===== src/rtl/psum_sram_out_reader.sv =====
// -----------------------------------------------------------------------------
// psum_sram_out_reader
//
// Read-side sequencer for the output psum SRAM. A `start` pulse in IDLE walks
// GROUPS*BATCHES*CHANNELS consecutive words beginning at BASE_ADDR. Words are
// streamed to the cross-channel accumulator one per cycle, channel-major within
// each group: all batches of C0, then all batches of C1, and so on. `acc_en`
// brackets the whole pass so that the accumulator's internal index lines up
// with group boundaries.
//
// Ports
//   clock          : system clock
//   reset          : synchronous, active-high reset
//   start          : one-cycle request to begin a pass (honoured only in IDLE)
//   pause          : holds off new SRAM reads; reads in flight still complete
//   sram_rd_en     : SRAM read strobe
//   sram_addr      : SRAM read address (BASE_ADDR + word count)
//   sram_rd_data   : SRAM read data, valid the cycle after sram_rd_en
//   acc_en         : accumulator enable, high from PRIME through DRAIN
//   data_out       : streamed psum word
//   data_out_valid : data_out is valid this cycle
//   data_out_last  : final word of a group (qualified by data_out_valid)
//   busy           : high whenever the sequencer is not IDLE
//   done           : one-cycle pulse at the end of a pass
// -----------------------------------------------------------------------------
module psum_sram_out_reader #(
    parameter int BATCHES   = 4,
    parameter int CHANNELS  = 3,
    parameter int GROUPS    = 16,
    parameter int ADDR_W    = 10,
    parameter int BASE_ADDR = 0
) (
    input  logic                     clock,
    input  logic                     reset,
    input  logic                     start,
    input  logic                     pause,
    output logic                     sram_rd_en,
    output logic [ADDR_W-1:0]        sram_addr,
    input  logic signed [20:0]       sram_rd_data,
    output logic                     acc_en,
    output logic signed [20:0]       data_out,
    output logic                     data_out_valid,
    output logic                     data_out_last,
    output logic                     busy,
    output logic                     done
);

    localparam int DATA_W = 21;
    localparam int TOTAL  = GROUPS * BATCHES * CHANNELS;
    localparam int B_W    = (BATCHES  > 1) ? $clog2(BATCHES)  : 1;
    localparam int C_W    = (CHANNELS > 1) ? $clog2(CHANNELS) : 1;
    localparam int G_W    = (GROUPS   > 1) ? $clog2(GROUPS)   : 1;

    localparam logic [B_W-1:0]    B_MAX = B_W'(BATCHES - 1);
    localparam logic [C_W-1:0]    C_MAX = C_W'(CHANNELS - 1);
    localparam logic [G_W-1:0]    G_MAX = G_W'(GROUPS - 1);
    localparam logic [ADDR_W-1:0] BASE  = ADDR_W'(BASE_ADDR);

    typedef enum logic [2:0] {
        S_IDLE,
        S_PRIME,
        S_READ,
        S_DRAIN,
        S_DONE
    } state_t;

    state_t              state_q, state_d;
    logic [B_W-1:0]      b_q, b_d;
    logic [C_W-1:0]      c_q, c_d;
    logic [G_W-1:0]      g_q, g_d;
    logic [ADDR_W-1:0]   addr_q, addr_d;
    logic                drain_q, drain_d;

    logic                rd_issue;
    logic                rd_group_last;

    // Read-return pipeline: _p1 tracks the read whose data is on sram_rd_data,
    // _p2 is the registered output word.
    logic                vld_p1_q;
    logic                last_p1_q;
    logic                vld_p2_q;
    logic                last_p2_q;
    logic signed [DATA_W-1:0] data_p2_q;

    // -------------------------------------------------------------------------
    // Next-state and counter logic
    // -------------------------------------------------------------------------
    always_comb begin
        state_d       = state_q;
        b_d           = b_q;
        c_d           = c_q;
        g_d           = g_q;
        addr_d        = addr_q;
        drain_d       = drain_q;
        rd_issue      = 1'b0;
        rd_group_last = 1'b0;

        case (state_q)
            S_IDLE: begin
                if (start) begin
                    state_d = S_PRIME;
                    b_d     = '0;
                    c_d     = '0;
                    g_d     = '0;
                    addr_d  = BASE;
                    drain_d = 1'b0;
                end
            end

            // One cycle with acc_en high and no read, so the accumulator's
            // enable register is already set when the first word lands.
            S_PRIME: begin
                state_d = S_READ;
            end

            S_READ: begin
                if (!pause) begin
                    rd_issue      = 1'b1;
                    rd_group_last = (b_q == B_MAX) && (c_q == C_MAX);
                    addr_d        = addr_q + ADDR_W'(1);
                    // b wraps into c, c wraps into g; the last word of the
                    // last group ends the read phase.
                    if (b_q == B_MAX) begin
                        b_d = '0;
                        if (c_q == C_MAX) begin
                            c_d = '0;
                            if (g_q == G_MAX) begin
                                g_d     = '0;
                                state_d = S_DRAIN;
                            end else begin
                                g_d = g_q + G_W'(1);
                            end
                        end else begin
                            c_d = c_q + C_W'(1);
                        end
                    end else begin
                        b_d = b_q + B_W'(1);
                    end
                end
            end

            // Two cycles cover the SRAM latency plus the output register.
            S_DRAIN: begin
                if (drain_q) begin
                    drain_d = 1'b0;
                    state_d = S_DONE;
                end else begin
                    drain_d = 1'b1;
                end
            end

            S_DONE: begin
                state_d = S_IDLE;
            end

            default: begin
                state_d = S_IDLE;
            end
        endcase
    end

    // -------------------------------------------------------------------------
    // State, counters and read-return pipeline
    // -------------------------------------------------------------------------
    always_ff @(posedge clock) begin
        if (reset) begin
            state_q   <= S_IDLE;
            b_q       <= '0;
            c_q       <= '0;
            g_q       <= '0;
            addr_q    <= '0;
            drain_q   <= 1'b0;
            vld_p1_q  <= 1'b0;
            last_p1_q <= 1'b0;
            vld_p2_q  <= 1'b0;
            last_p2_q <= 1'b0;
            data_p2_q <= '0;
        end else begin
            state_q   <= state_d;
            b_q       <= b_d;
            c_q       <= c_d;
            g_q       <= g_d;
            addr_q    <= addr_d;
            drain_q   <= drain_d;
            // p0 -> p1: read issued, data arrives from the SRAM
            vld_p1_q  <= rd_issue;
            last_p1_q <= rd_group_last;
            // p1 -> p2: capture returned word
            vld_p2_q  <= vld_p1_q;
            last_p2_q <= last_p1_q;
            if (vld_p1_q) begin
                data_p2_q <= sram_rd_data;
            end
        end
    end

    assign sram_rd_en     = rd_issue;
    assign sram_addr      = addr_q;
    assign acc_en         = (state_q == S_PRIME) || (state_q == S_READ) ||
                            (state_q == S_DRAIN);
    assign busy           = (state_q != S_IDLE);
    assign done           = (state_q == S_DONE);
    assign data_out       = data_p2_q;
    assign data_out_valid = vld_p2_q;
    assign data_out_last  = last_p2_q;

`ifndef SYNTHESIS
    // The region must fit in the address space without wrapping.
    always @(posedge clock) begin
        if (!reset) begin
            assert (BASE_ADDR + TOTAL <= (1 << ADDR_W))
            else $error("psum_sram_out_reader: region exceeds address space");
        end
    end
`endif

endmodule


===== config.mk =====
export PLATFORM = sky130hd
export DESIGN_NAME = psum_sram_out_reader
export DESIGN_NICKNAME = d
export VERILOG_FILES = /design/src/rtl/psum_sram_out_reader.sv
export SDC_FILE = /design/constraint.sdc
export NUM_CORES = 1
export LEC_CHECK = 0
export CAP_MARGIN = 20
export CORE_ASPECT_RATIO = 1.2
export CORE_MARGIN = 1
export CORE_UTILIZATION = 52
export CTS_BUF_LIST = sky130_fd_sc_hd__clkbuf_8
export CTS_CLUSTER_DIAMETER = 60
export CTS_CLUSTER_SIZE = 28
export DETAILED_ROUTE_END_ITERATION = 12
export GPL_TIMING_DRIVEN = 0
export PLACE_DENSITY = 0.87
export SYNTH_ARGS = -nofsm -noshare
export SYNTH_HDL_FRONTEND = slang
export SYNTH_SLANG_ARGS = --single-unit

===== constraint.sdc =====
create_clock -name clock -period 2.5 [get_ports clock]
set_input_delay 0.375 -clock clock [delete_from_list [all_inputs] [get_ports clock]]
set_output_delay 0.375 -clock clock [all_outputs]
set_load 0.03 [all_outputs]

==> results.md <==
- Status: finished, final reports clean
- R2R Path Start: state_q[0]
- Via count of the routed design: 1806
- Yosys reg bits: 47
- Final hold viol count: 0
- Post-route ant nets: 0
- Hold Slack: between 400 and 500 ps
- Post-DP HPWL: approximately 3300 um
- Worst-path clk slew: 90 ps
- PwrDens: 576 mW/mm^2
- Congestion Overflow GR: 0
- Fin Setup TNS: 0 ps
- GRT Overall Usage: between 20% and 30%
- Clk Latency, worst-skew pair: 300 ps
- Root buf cell: clkbuf_8
- Lkg Pwr: 0.998 nW
- I/O Buffers: 61
- Final Slew Violations: 0
- Chip Width: between 50 and 60 um
- Initial antenna violation count: 0
- Number of synthesized flops with an enable pin: 0
- Worst EP arrival: ~1900 ps
- Chip Height: 70.0 um
- Logic pwr share: 12.8%
- Hold EP: data_out_last
- Share of layout cells above drive strength 1: 7.47%
- Critical path type: flip-flop to primary output
- Setup Skew: 5.72 ps
- Area Growth Syn to Fin: 40.5%
- Setup repair bufs after CTS: 0
- Worst Hold Class: flip-flop to flip-flop
- Clock share of power: 39.6%
- Syn Nets: 240
- CP max stage delay: 600 ps
- Cell Area, Synth: ~0.002 mm^2
- CP Cell Sequence: clkbuf_2 -> or3_2 -> clkdlybuf4s50_1
- CP Capture Type: primary output
- NetSw: 0.000371 W
- DR WL/cell: 13.6 um
- Final setup fails: 0
- Final Non-Filler Cells: 333
- Delay-heaviest family, CP: buffers and inverters
- Period minus WS final: 2300 ps
- Slew @ Worst Pin: about 520 ps
- Clock sinks: between 40 and 50
- CP Max Fanout: 10
- Hold wc startpoint: last_p1_q
- Critical path's slowest cell: clkdlybuf4s50_1
- Largest net degree at the start of global routing: 15
- Slew headroom: between 60% and 70%
- Post-Place Cells: 325
- Switching part of the total: between 20% and 30%
- Initial Util: roughly 55%
- Num ports: 62
- Async SR Flop Fraction: 0%
- Buf/Inv on CP: 2
- YS warnings: 0
- Primary FF master, synth: dfxtp_1
- Vias in the first global route: 1682
- ANT cells: 0
- DR iter-0 viols: 89
- TritonCTS Buffers: 5
- Global-route wire length before repair: ~7400 um
- TritonCTS clock tree: yes
- Sequential power share: 47.6%
- Register area share after synthesis: 47.0%
- WL final: between 4000 and 5000 um
- Crit path launch type: flip-flop
- Core box area: between 0.003 and 0.004 mm^2
- Vias/cell: about 5.4
- Maxcap violations: 0
- Cell-internal power: 0.00125 W
- Required time worst endpoint: 2120 ps
- Die footprint: 0.00411 mm^2
- Post-Syn Area per Cell: 9.45 um^2
- Worst vdd ir: 308 uV
- Reg2Reg Depth: 5
- Bufs on Longest Clock Path: 2
- DRC: 0
- Fin crit share: approximately 90%
- Nets: slightly above 300
- Fmax: ~430 MHz
- CTS H-tree depth: 2
- R2r endpoint: b_q[0]
- Reg2Reg Setup Slack: ~900 ps
- Unrepaired setup endpoints after global routing: no
- Hold path depth: 1
- Num rows: 24
- Drt first pass iters: 4
- RePlAce Congestion: 0.816
- Distinct cell type count after synthesis: 45
- Syn Inst Count: ~210
## cells in the mapped netlist, types with 4 or more instances
cell	instances	area share, %
xnor2_1	5	2.2
a211oi_1	5	1.9
a21oi_1	9	2.2
o21ai_0	6	1.5
dfxtp_1	47	47
clkbuf_1	7	1.3
mux2i_1	21	10
nor2b_1	4	1.2
nand4_1	5	1.6
nand2_1	9	1.7
inv_1	5	0.94
nor2_1	35	6.6
## power groups by stage
stage	clock (W)	combinational, W	sequential [W]
2_1_floorplan	0	0.000101	0.000803
3_3_place_gp	0	0.000203	0.000788
3_5_place_dp	0	0.000206	0.000789
4_1_cts	0.000660	0.000207	0.000772
5_1_grt	0.000677	0.000225	0.000774
6_report	0.000643	0.000207	0.000772
## cell families after synthesis
group	share of synthesized area, %
adders and majority gates	1.87
AOI/OAI and AO/OA	11.8
xor gates and xnor gates	2.19
buffers and inverters	3.94
muxes	11.1
and+or+nand+nor	22.2
DFF	47.0
## per-layer routing
| layer | wire, um | vias up | GRT usage [%] |
|---|---|---|---|
| met2 | 2160 | 77 | 39.7 |
| li1 | - | 893 | - |
| met5 | 0 | - | 0 |
| met1 | 1960 | 831 | 26.6 |
| met4 | 45 | 0 | 8.73 |
| met3 | 363 | 5 | 6.67 |
## how the worst max path moves through the flow
| stage | start | endpoint | slack [ps] | depth (start not counted) |
|---|---|---|---|---|
| global placement | pause | sram_rd_en | 40 | 4 |
| CTS | pause | sram_rd_en | 20 | 4 |
| global route | state_q[1] | acc_en | 130 | 4 |
| detailed placement | pause | sram_rd_en | 40 | 4 |
| floorplan | state_q[1] | done | 940 | 2 |
| finish | state_q[1] | busy | 200 | 3 |
## metrics by stage
step	total power, W	util, %	worst slack [ps]	area, um^2
floorplan	0.000905	-	935	2000
global placement	0.000991	73.1	43.4	2680
detailed placement	0.000995	73.1	35.3	2680
CTS	0.00164	76.7	21.5	2810
global route	0.00168	76.8	125	2820
finish	0.00162	76.8	201	2820
## what timing repair did
item | in CTS | in global routing
resized for setup | 0 | 3
hold endpoints to repair | 0 | 0
hold buffers | 0 | 0
endpoints found under the setup margin | 0 | 2
## cells in the final DEF, fill, tap and decap left out, types with 2 or more instances in the layout
cell,n
mux2i_1,21
o31ai_1,2
nor2_1,35
a311oi_1,2
o2111ai_1,2
bufinv_16,2
inv_1,6
and3_1,2
clkdlybuf4s50_1,60
nor2b_1,4
ha_1,3
o21ai_0,6
clkbuf_8,5
and2b_2,2
xnor2_1,5
buf_2,3
o2111a_1,2
and2_1,2
clkbuf_1,6
nor4_1,2
dfxtp_1,47
nand2_1,9
a31oi_1,2
nor4b_1,2
nand3_1,3
nor3_1,3
a21oi_1,9
a211oi_1,5
nand4_1,5
nand2b_1,3
nand3b_1,2
## area by class of cell
type | count | area (um^2)
Sequential cell | 47 | 941
Inverter | 5 | 18.8
Clock inverter | 3 | 63.8
Fill cell | 266 | 848
Tap cell | 52 | 65.1
Buffer | 12 | 61.3
Clock buffer | 5 | 68.8
Timing Repair Buffer | 61 | 613
Multi-Input combinational cell | 148 | 983
## registers in the layout, summed over array words and instances, names as in the netlist
name	flops
b_q	2
c_q	2
data_out	21
data_out_last	1
data_out_valid	1
drain_q	1
g_q	4
last_p1_q	1
sram_addr	10
state_q	3
vld_p1_q	1
(Power assumes the default switching activity.)
